==> config.mk <==
export PLATFORM = sky130hd
export DESIGN_NAME = fifo_rd_stream_adapter_flat
export DESIGN_NICKNAME = d
export VERILOG_FILES = /design/src/rtl/fifo_rd_stream_adapter_if.sv /design/src/rtl/fifo_rd_stream_adapter.sv /design/src/flat_wrapper.sv
export SDC_FILE = /design/constraint.sdc
export NUM_CORES = 1
export LEC_CHECK = 0
export CELL_PAD_IN_SITES_DETAIL_PLACEMENT = 0
export CELL_PAD_IN_SITES_GLOBAL_PLACEMENT = 1
export CORE_MARGIN = 3
export CORE_UTILIZATION = 37
export CTS_CLUSTER_DIAMETER = 120
export DETAILED_ROUTE_END_ITERATION = 16
export GPL_ROUTABILITY_DRIVEN = 0
export PLACE_DENSITY_LB_ADDON = 0.1
export SLEW_MARGIN = 30
export SYNTH_ARGS = -nofsm -noshare
export SYNTH_HDL_FRONTEND = slang
export SYNTH_SLANG_ARGS = --single-unit
==> constraint.sdc <==
create_clock -name clk -period 3.3 [get_ports clk]
set_input_delay 0.66 -clock clk [delete_from_list [all_inputs] [get_ports clk]]
set_output_delay 0.66 -clock clk [all_outputs]
set_load 0.02 [all_outputs]
==> src/rtl/fifo_rd_stream_adapter_if.sv <==
// rtl/fifo_rd_stream_adapter_if.sv - FIFO read side plus valid/ready stream bundle for the read adapter
interface fifo_rd_stream_adapter_if #(
    parameter int WIDTH = 4,
    parameter int CNT_W = 8
);
    logic             fifo_empty;
    logic [WIDTH-1:0] fifo_rd_data;
    logic             fifo_pop;
    logic             m_valid;
    logic [WIDTH-1:0] m_data;
    logic             m_ready;
    logic [CNT_W-1:0] xfer_count;
    logic [1:0]       occupancy;

    modport master (
        input  fifo_empty,
        input  fifo_rd_data,
        input  m_ready,
        output fifo_pop,
        output m_valid,
        output m_data,
        output xfer_count,
        output occupancy
    );

    modport slave (
        output fifo_empty,
        output fifo_rd_data,
        output m_ready,
        input  fifo_pop,
        input  m_valid,
        input  m_data,
        input  xfer_count,
        input  occupancy
    );
endinterface

==> src/rtl/fifo_rd_stream_adapter.sv <==
// rtl/fifo_rd_stream_adapter.sv - pops a registered-read FIFO into a 2-entry skid buffer feeding a valid/ready stream
module fifo_rd_stream_adapter #(
    parameter int WIDTH = 4,
    parameter int CNT_W = 8
) (
    input  logic                    clk,
    input  logic                    rst,
    fifo_rd_stream_adapter_if.master bus
);
    logic [WIDTH-1:0] buf_mem [2];
    logic             head;
    logic             tail;
    logic             inflight;
    logic [1:0]       count;
    logic [CNT_W-1:0] xfer_cnt;
    logic             deq;
    logic [2:0]       level;

    // level is the occupancy after this edge, counting the word already requested from the FIFO
    always_comb begin
        deq   = (count != 2'd0) && bus.m_ready;
        level = 3'(count) + 3'(inflight) - 3'(deq);
    end

    assign bus.fifo_pop   = !rst && !bus.fifo_empty && (level < 3'd2);
    assign bus.m_valid    = (count != 2'd0);
    assign bus.m_data     = buf_mem[head];
    assign bus.occupancy  = count;
    assign bus.xfer_count = xfer_cnt;

    always_ff @(posedge clk or posedge rst) begin
        if (rst) begin
            buf_mem[0] <= '0;
            buf_mem[1] <= '0;
            head       <= 1'b0;
            tail       <= 1'b0;
            inflight   <= 1'b0;
            count      <= 2'd0;
            xfer_cnt   <= '0;
        end else begin
            inflight <= bus.fifo_pop;
            if (inflight) begin
                buf_mem[tail] <= bus.fifo_rd_data;
                tail          <= ~tail;
            end
            if (deq) begin
                head     <= ~head;
                xfer_cnt <= xfer_cnt + CNT_W'(1);
            end
            count <= level[1:0];
        end
    end

    a_no_overflow: assert property (@(posedge clk) disable iff (rst)
        (3'(count) + 3'(inflight)) <= 3'd2);
endmodule

==> src/flat_wrapper.sv <==
// flat-port wrapper written by rule: the top's interface ports become plain ports
module fifo_rd_stream_adapter_flat 
#(
    parameter int WIDTH = 4,
    parameter int CNT_W = 8
)
  (clk, rst, bus_fifo_empty, bus_fifo_rd_data, bus_m_ready, bus_fifo_pop, bus_m_valid, bus_m_data, bus_xfer_count, bus_occupancy);
  fifo_rd_stream_adapter_if #(.WIDTH(WIDTH), .CNT_W(CNT_W)) bus_i ();
  input  logic clk;
  input  logic rst;
  input wire logic [$bits(bus_i.fifo_empty)-1:0] bus_fifo_empty;
  input wire logic [$bits(bus_i.fifo_rd_data)-1:0] bus_fifo_rd_data;
  input wire logic [$bits(bus_i.m_ready)-1:0] bus_m_ready;
  output wire logic [$bits(bus_i.fifo_pop)-1:0] bus_fifo_pop;
  output wire logic [$bits(bus_i.m_valid)-1:0] bus_m_valid;
  output wire logic [$bits(bus_i.m_data)-1:0] bus_m_data;
  output wire logic [$bits(bus_i.xfer_count)-1:0] bus_xfer_count;
  output wire logic [$bits(bus_i.occupancy)-1:0] bus_occupancy;
  assign bus_i.fifo_empty = bus_fifo_empty;
  assign bus_i.fifo_rd_data = bus_fifo_rd_data;
  assign bus_i.m_ready = bus_m_ready;
  assign bus_fifo_pop = bus_i.fifo_pop;
  assign bus_m_valid = bus_i.m_valid;
  assign bus_m_data = bus_i.m_data;
  assign bus_xfer_count = bus_i.xfer_count;
  assign bus_occupancy = bus_i.occupancy;
  fifo_rd_stream_adapter #(.WIDTH(WIDTH), .CNT_W(CNT_W)) u_core (.clk(clk), .rst(rst), .bus(bus_i));
endmodule
==> results by group, run 1 <==
Status
  – Outcome: finished clean

Route
  – Vias per cell: 4.68
  – Wire per inst: about 13 µm
  – DRT Wirelength: 1.64 mm
  – DR vias: 608
  – Drt first pass iters: 4
  – Final antenna-violating net count: 0
  – # DRC: 0
  – Initial DRC count: 6

Synthesis
  – Async SR Flop Fraction: 100%
  – Top-count cell post-synth: dfrtp_1
  – Post-synth top flop: dfrtp_1
  – Synth warn: 0
  – Synth area leaders: dfrtp_1 56%, mux2_2 14%, xnor2_1 6.5%
  – Synth top cells by count: 21 x dfrtp_1, 12 x mux2_2, 7 x xnor2_1
  – Avg Cell Area, Syn: 13.7 µm²
  – Area share of the largest cell type after synthesis: 55.6%
  – Sequential fraction of the synthesis area: a little under three fifths
  – Post-synthesis cell count: 69
  – Area leader, netlist: dfrtp_1
  – Post-synth EDFFs: 0
  – Cell variety after synth: 19
  – Synthesized flop and latch total: 21
  – Syn Nets: 81
  – Syn Std Cell Area: 946 µm²

Final layout
  – Synth-to-Final Area Change: 37.3%
  – Fillers: 210
  – Diodes inserted: 0
  – Layout cells sized above 1: a little under a third
  – Layout Nets: 115
  – Final Util: 56.0%
  – Finished Cell Area: between 0.001 and 0.0015 mm²

Global routing
  – GRT overflow: 0
  – Vias in the first global route: 651
  – Pin count of the biggest net entering global routing: 22
  – Total Routing Usage GR: a little under an eighth
  – Initial antenna violation count: 0
  – First-pass GRT wire length: approximately 2.8 mm

Power
  – VDD IR-drop max: 0.000574 V
  – PD cells: 979 mW/mm²
  – Lkg Pwr: 0.585 nW

Placement
  – Port Buf Inserts: 23
  – Detailed placer's ending HPWL: 1.24 mm
  – DP Area: 0.00125 mm²

Critical path
  – Critical path arrival: 2.47 ns
  – Critical path class: reg -> out
  – CP Capture Type: output pin
  – Worst-path maximum fanout: 2
  – Worst EP required: 2.64 ns
  – CP Launch Type: flop

Clocking
  – CTS sink count: 21
  – CTS Buffer Depth: 2
  – CTS tree: done
  – H-Tree Depth: 1
  – Worst-path clk slew: 0.12 ns
  – Latest clock arrival within the worst-skew pair: about 0.3 ns
  – CTS Root Cell: clkbuf_4
  – CTS Buf Count: 3

Die
  – Core area: 0.00232 mm²
  – DIE WIDTH: ~57 µm
  – I/O Pins: 24
  – Die Ht: between 50 and 60 µm
  – Std-Cell Rows: 17
  – Die area: around 0.0032 mm²
  – Starting density of the core: 40.8%

Worst hold path
  – Min-Delay Path Class: reg -> reg

STA
  – Slew @ Worst Pin: 0.758 ns
  – Worst slew margin: between 40% and 50%
  – Setup violators final: 0
  – Slew Limit Fails: 0
  – Final Cycle Share: 94.8%
  – Min cycle time layout: roughly 3.1 ns
  – RSZ-0062 raised after global routing: false
  – Final hold vios: 0
  – Final Skew: between 0.003 and 0.004 ns
  – F_max: 320 MHz

Run
  – Max_cap viols: 0
cell type report:
class | count | area (µm²) | area share [%]
clock buffer | 3 | 22.5 | 1.73
clock inverter | 1 | 5.00 | 0.385
inverter | 6 | 22.5 | 1.73
multi-input combinational | 42 | 419 | 32.3
sequential | 21 | 526 | 40.5
tap | 28 | 35.0 | 2.70
timing repair buffer | 29 | 269 | 20.7
kinds of logic after synthesis:
group,Yosys count,share of synthesized area (%)
multiplexers,13,15.9
buffers and inverters,6,2.38
flip-flops,21,55.6
AO/OA/AOI/OAI,2,2.51
AND/OR/NAND/NOR,13,8.33
XOR/XNOR,10,9.26
adder cells (fa/ha/maj),4,6.09
critical path, cell delays in order (launching register included):
cell	delay (ns)
dfrtp_1	0.40
or2_4	0.27
nand2_4	0.06
inv_2	0.04
ha_4	0.24
inv_1	0.04
ha_2	0.17
fa_1	0.49
nor4_2	0.26
buf_2	0.21
layer usage:
layer  track usage, %  routed length (µm)  up-vias
met4             6.10                  20        0
met1             14.4                 777      292
met2             17.5                 738       18
met5                0                   0        -
li1                 -                   -      296
met3             2.99                 107        2
metrics by stage:
stage / setup slack [ns] / TNS, ns / hold slack, ns / power (mW) / std cells
after global routing: 0.00354 / 0 / 0.504 / 1.37 / 130
after detailed placement: -0.541 / -0.541 / 0.469 / 1.14 / 125
after CTS: 0.0494 / 0 / 0.488 / 1.27 / 129
after floorplan: 0.0441 / 0 / 0.453 / 0.857 / 69
after global placement: -0.496 / -0.496 / 0.462 / 1.13 / 125
final: 0.171 / 0 / 0.487 / 1.27 / 130
final timing paths:
| kind | slack, ns | from | endpoint | cells past startpoint |
|---|---|---|---|---|
| setup / recovery | 0.17 | u_core.bus.occupancy[1] | bus_fifo_pop | 9 |
| hold / removal | 0.49 | u_core.bus.xfer_count[7] | u_core.bus.xfer_count[7] | 1 |
| setup reg to reg | 1.14 | u_core.bus.occupancy[1] | u_core.inflight | 9 |
| hold reg to reg | 0.49 | u_core.bus.xfer_count[7] | u_core.bus.xfer_count[7] | 1 |
| max in group asynchronous | 1.99 | rst | u_core.buf_mem[3] | 2 |
| min in group asynchronous | 0.84 | rst | u_core.inflight | 2 |
power by group:
part | leakage, nW | switching (mW) | internal [mW] | total, mW
registers | 0.257 | 0.0925 | 0.373 | 0.466
logic | 0.311 | 0.306 | 0.380 | 0.685
clock network | 0.0177 | 0.0758 | 0.0451 | 0.121
state kept, by name, indices dropped and copies added, names as in the netlist:
register / cells
u_core.bus.occupancy: 2
u_core.tail: 1
u_core.inflight: 1
u_core.buf_mem: 8
u_core.head: 1
u_core.bus.xfer_count: 8
repair_timing:
action                                  CTS  global route
gates resized for setup                   7             3
buffers inserted                          0             1
pin swaps                                 1             5
endpoints found under the setup margin    1             1
hold buffers                              0             0
cell usage in the layout (no fill, tap or decap), types with 3 or more instances in the layout:
cell type / Yosys / layout
xor2_1: 3 / 3
buf_4: 0 / 6
xnor2_1: 7 / 7
clkbuf_4: 0 / 3
clkdlybuf4s50_1: 0 / 21
inv_1: 6 / 5
dfrtp_1: 21 / 21
mux2_2: 12 / 12
nand2_1: 5 / 5
No activity file was read; power rests on OpenSTA's default activity.
==> run 2: changes to the inputs <==
==> constraint.sdc (replaced) <==
create_clock -name clk -period 3.3 [get_ports clk]
set_input_delay 0.66 -clock clk [delete_from_list [all_inputs] [get_ports clk]]
set_output_delay 0.66 -clock clk [all_outputs]
set_load 0.1 [all_outputs]
==> run 2 against run 1 <==
  * Sequential share of layout area grew 0.071 points
  * Setup slack lost 0.14 ns
  * Register-to-register slack got worse by 0.32 ns
  * Utilization grew 0.70 points
  * Final cell count is 0.77% higher
  * Critical path type unchanged
  * Highest routed layer unchanged
==> results by group, run 2 (synthesized netlist as in run 1, its figures left out) <==
Critical path
  – Worst R2R Start: u_core.bus.occupancy[0]
  – Worst-path maximum fanout: 2 (unchanged)
  – Crit. Startpoint: u_core.bus.occupancy[0]
  – Critical path class: reg -> out
  – Cells on worst reg2reg path: 11 (+2)
  – FF-to-FF End: u_core.inflight
  – CP Capture Type: output pin
  – Worst EP required: 2.64 ns (about the same)
  – FF-to-FF setup slack: 0.82 ns (-0.32 ns)
  – Critical path arrival: 2.61 ns (+0.14 ns)
  – CP Launch Type: flop

Clocking
  – H-Tree Depth: 1 (unchanged)
  – CTS tree: done
  – CTS Buf Count: 3 (unchanged)
  – CTS Root Cell: clkbuf_4
  – CTS Buffer Depth: 2 (unchanged)
  – Latest clock arrival within the worst-skew pair: 0.29 ns (about the same)
  – Worst-path clk slew: 0.11 ns (about the same)
  – CTS sink count: 21 (unchanged)

Route
  – Final antenna-violating net count: 0 (unchanged)
  – Wire per inst: 13.1 µm (+3.8%)
  – Drt first pass iters: 3 (-1)
  – DRT Wirelength: 1.72 mm (+4.6%)
  – Initial DRC count: 1 (-5)
  – DR vias: 625 (+2.8%)
  – Vias per cell: 4.77 (+2.0%)
  – # DRC: 0 (unchanged)

Die
  – DIE WIDTH: 56.6 µm (unchanged)
  – Core area: 0.00232 mm² (unchanged)
  – I/O Pins: 24 (unchanged)
  – Die area: 0.00320 mm² (unchanged)
  – Die Ht: 56.6 µm (unchanged)
  – Starting density of the core: 40.8% (unchanged)
  – Std-Cell Rows: 17 (unchanged)

Global routing
  – Pin count of the biggest net entering global routing: 22 (unchanged)
  – GRT overflow: 0 (unchanged)
  – Vias in the first global route: 677 (+4.0%)
  – Initial antenna violation count: 0 (unchanged)
  – Total Routing Usage GR: 12.3% (+0.98 points)
  – First-pass GRT wire length: 3.06 mm (+9.6%)

Worst hold path
  – Min-delay src: u_core.bus.xfer_count[7]
  – Hold depth: 1 (unchanged)
  – Worst Hold Path EP: u_core.bus.xfer_count[7]
  – Min-Delay Path Class: reg -> reg

Final layout
  – Layout cells sized above 1: 50.5% (+19 points)
  – Diodes inserted: 0 (unchanged)
  – Finished Cell Area: 0.00132 mm² (+1.3%)
  – Most common cell after layout, fill and taps aside: buf_4
  – Finished Layout Cells: 131 (+0.77%)
  – Synth-to-Final Area Change: 39.0%
  – Commonest non-fill, non-tap cells in the layout: 22 x buf_4, 19 x dfrtp_1, 12 x mux2_2
  – Final Util: 56.7% (+0.70 points)
  – Layout Nets: 116 (+0.87%)
  – Fillers: 202 (-3.8%)

Run
  – Max_cap viols: 0 (unchanged)

STA
  – Final hold vios: 0 (unchanged)
  – RSZ-0062 raised after global routing: true
  – Min cycle time layout: 3.27 ns (+0.137 ns)
  – Worst slew margin: 48.1% (-1.3 points)
  – F_max: 306 MHz (-4.2%)
  – Final Skew: 0.00516 ns (+0.00180 ns)
  – Setup violators final: 0 (unchanged)
  – Slew Limit Fails: 0 (unchanged)
  – Slew @ Worst Pin: 0.778 ns (+0.0199 ns)
  – Final Cycle Share: 99.0% (+4.2 points)

Placement
  – Port Buf Inserts: 23 (unchanged)
  – DP Area: 0.00125 mm² (+0.40%)
  – Detailed placer's ending HPWL: 1.25 mm (+1.4%)
  – DP Cell Count: 123 (-1.6%)

Status
  – Outcome: finished clean
[run 2: through the flow]
stage                     setup WS, ns  hold slack (ns)  setup TNS, ns
final                           0.0332            0.483              0
after global routing           -0.0427            0.515        -0.0427
after CTS                       0.0254            0.487              0
after detailed placement        -0.156            0.465         -0.156
after global placement          -0.115            0.462         -0.115
after floorplan                 -0.659            0.453         -0.895
[run 2: routing by layer]
metal  routed length [µm]  vias up  global-route usage (%)
met5                    0        -                       0
met4                   12        0                    5.08
met3                   73        2                    2.30
met2                  872       12                    21.0
met1                  760      311                    15.2
li1                     -      300                       -
[run 2: repair_timing]
action | 4_1_cts | 5_1_grt
setup endpoints to repair | 1 | 1
buffers inserted | 2 | 2
resized for setup | 2 | 1
pin swaps | 1 | 3
cloned | 0 | 0
hold buffers | 0 | 0
[run 2: critical path: stages (launching register included)]
cell     delay (ns)
dfrtp_4        0.49
or2_4          0.27
nand2_4        0.07
inv_4          0.03
ha_4           0.25
inv_2          0.03
ha_4           0.14
fa_2           0.45
nor4_4         0.36
buf_12         0.22
[run 2: cell type report]
class / count / area, µm² / area share, %
repair buffers: 30 / 254 / 19.3
flip-flops and latches: 21 / 533 / 40.5
inverters: 6 / 25.0 / 1.90
clock buffers: 3 / 22.5 / 1.71
clock inverters: 1 / 5.00 / 0.381
multi-input cells: 42 / 440 / 33.5
well taps: 28 / 35.0 / 2.66
[run 2: worst max-delay path by stage]
stage | endpoint | slack [ns] | depth (start not counted)
2_1_floorplan | bus_fifo_pop | -0.66 | 8
3_5_place_dp | bus_fifo_pop | -0.16 | 9
4_1_cts | bus_fifo_pop | 0.03 | 9
5_1_grt | bus_fifo_pop | -0.04 | 9
3_3_place_gp | bus_fifo_pop | -0.11 | 9
6_report | bus_fifo_pop | 0.03 | 9
Power of run 2 is not shown: default switching activity piles up to over one toggle a cycle in this logic, so the estimate is an artifact.
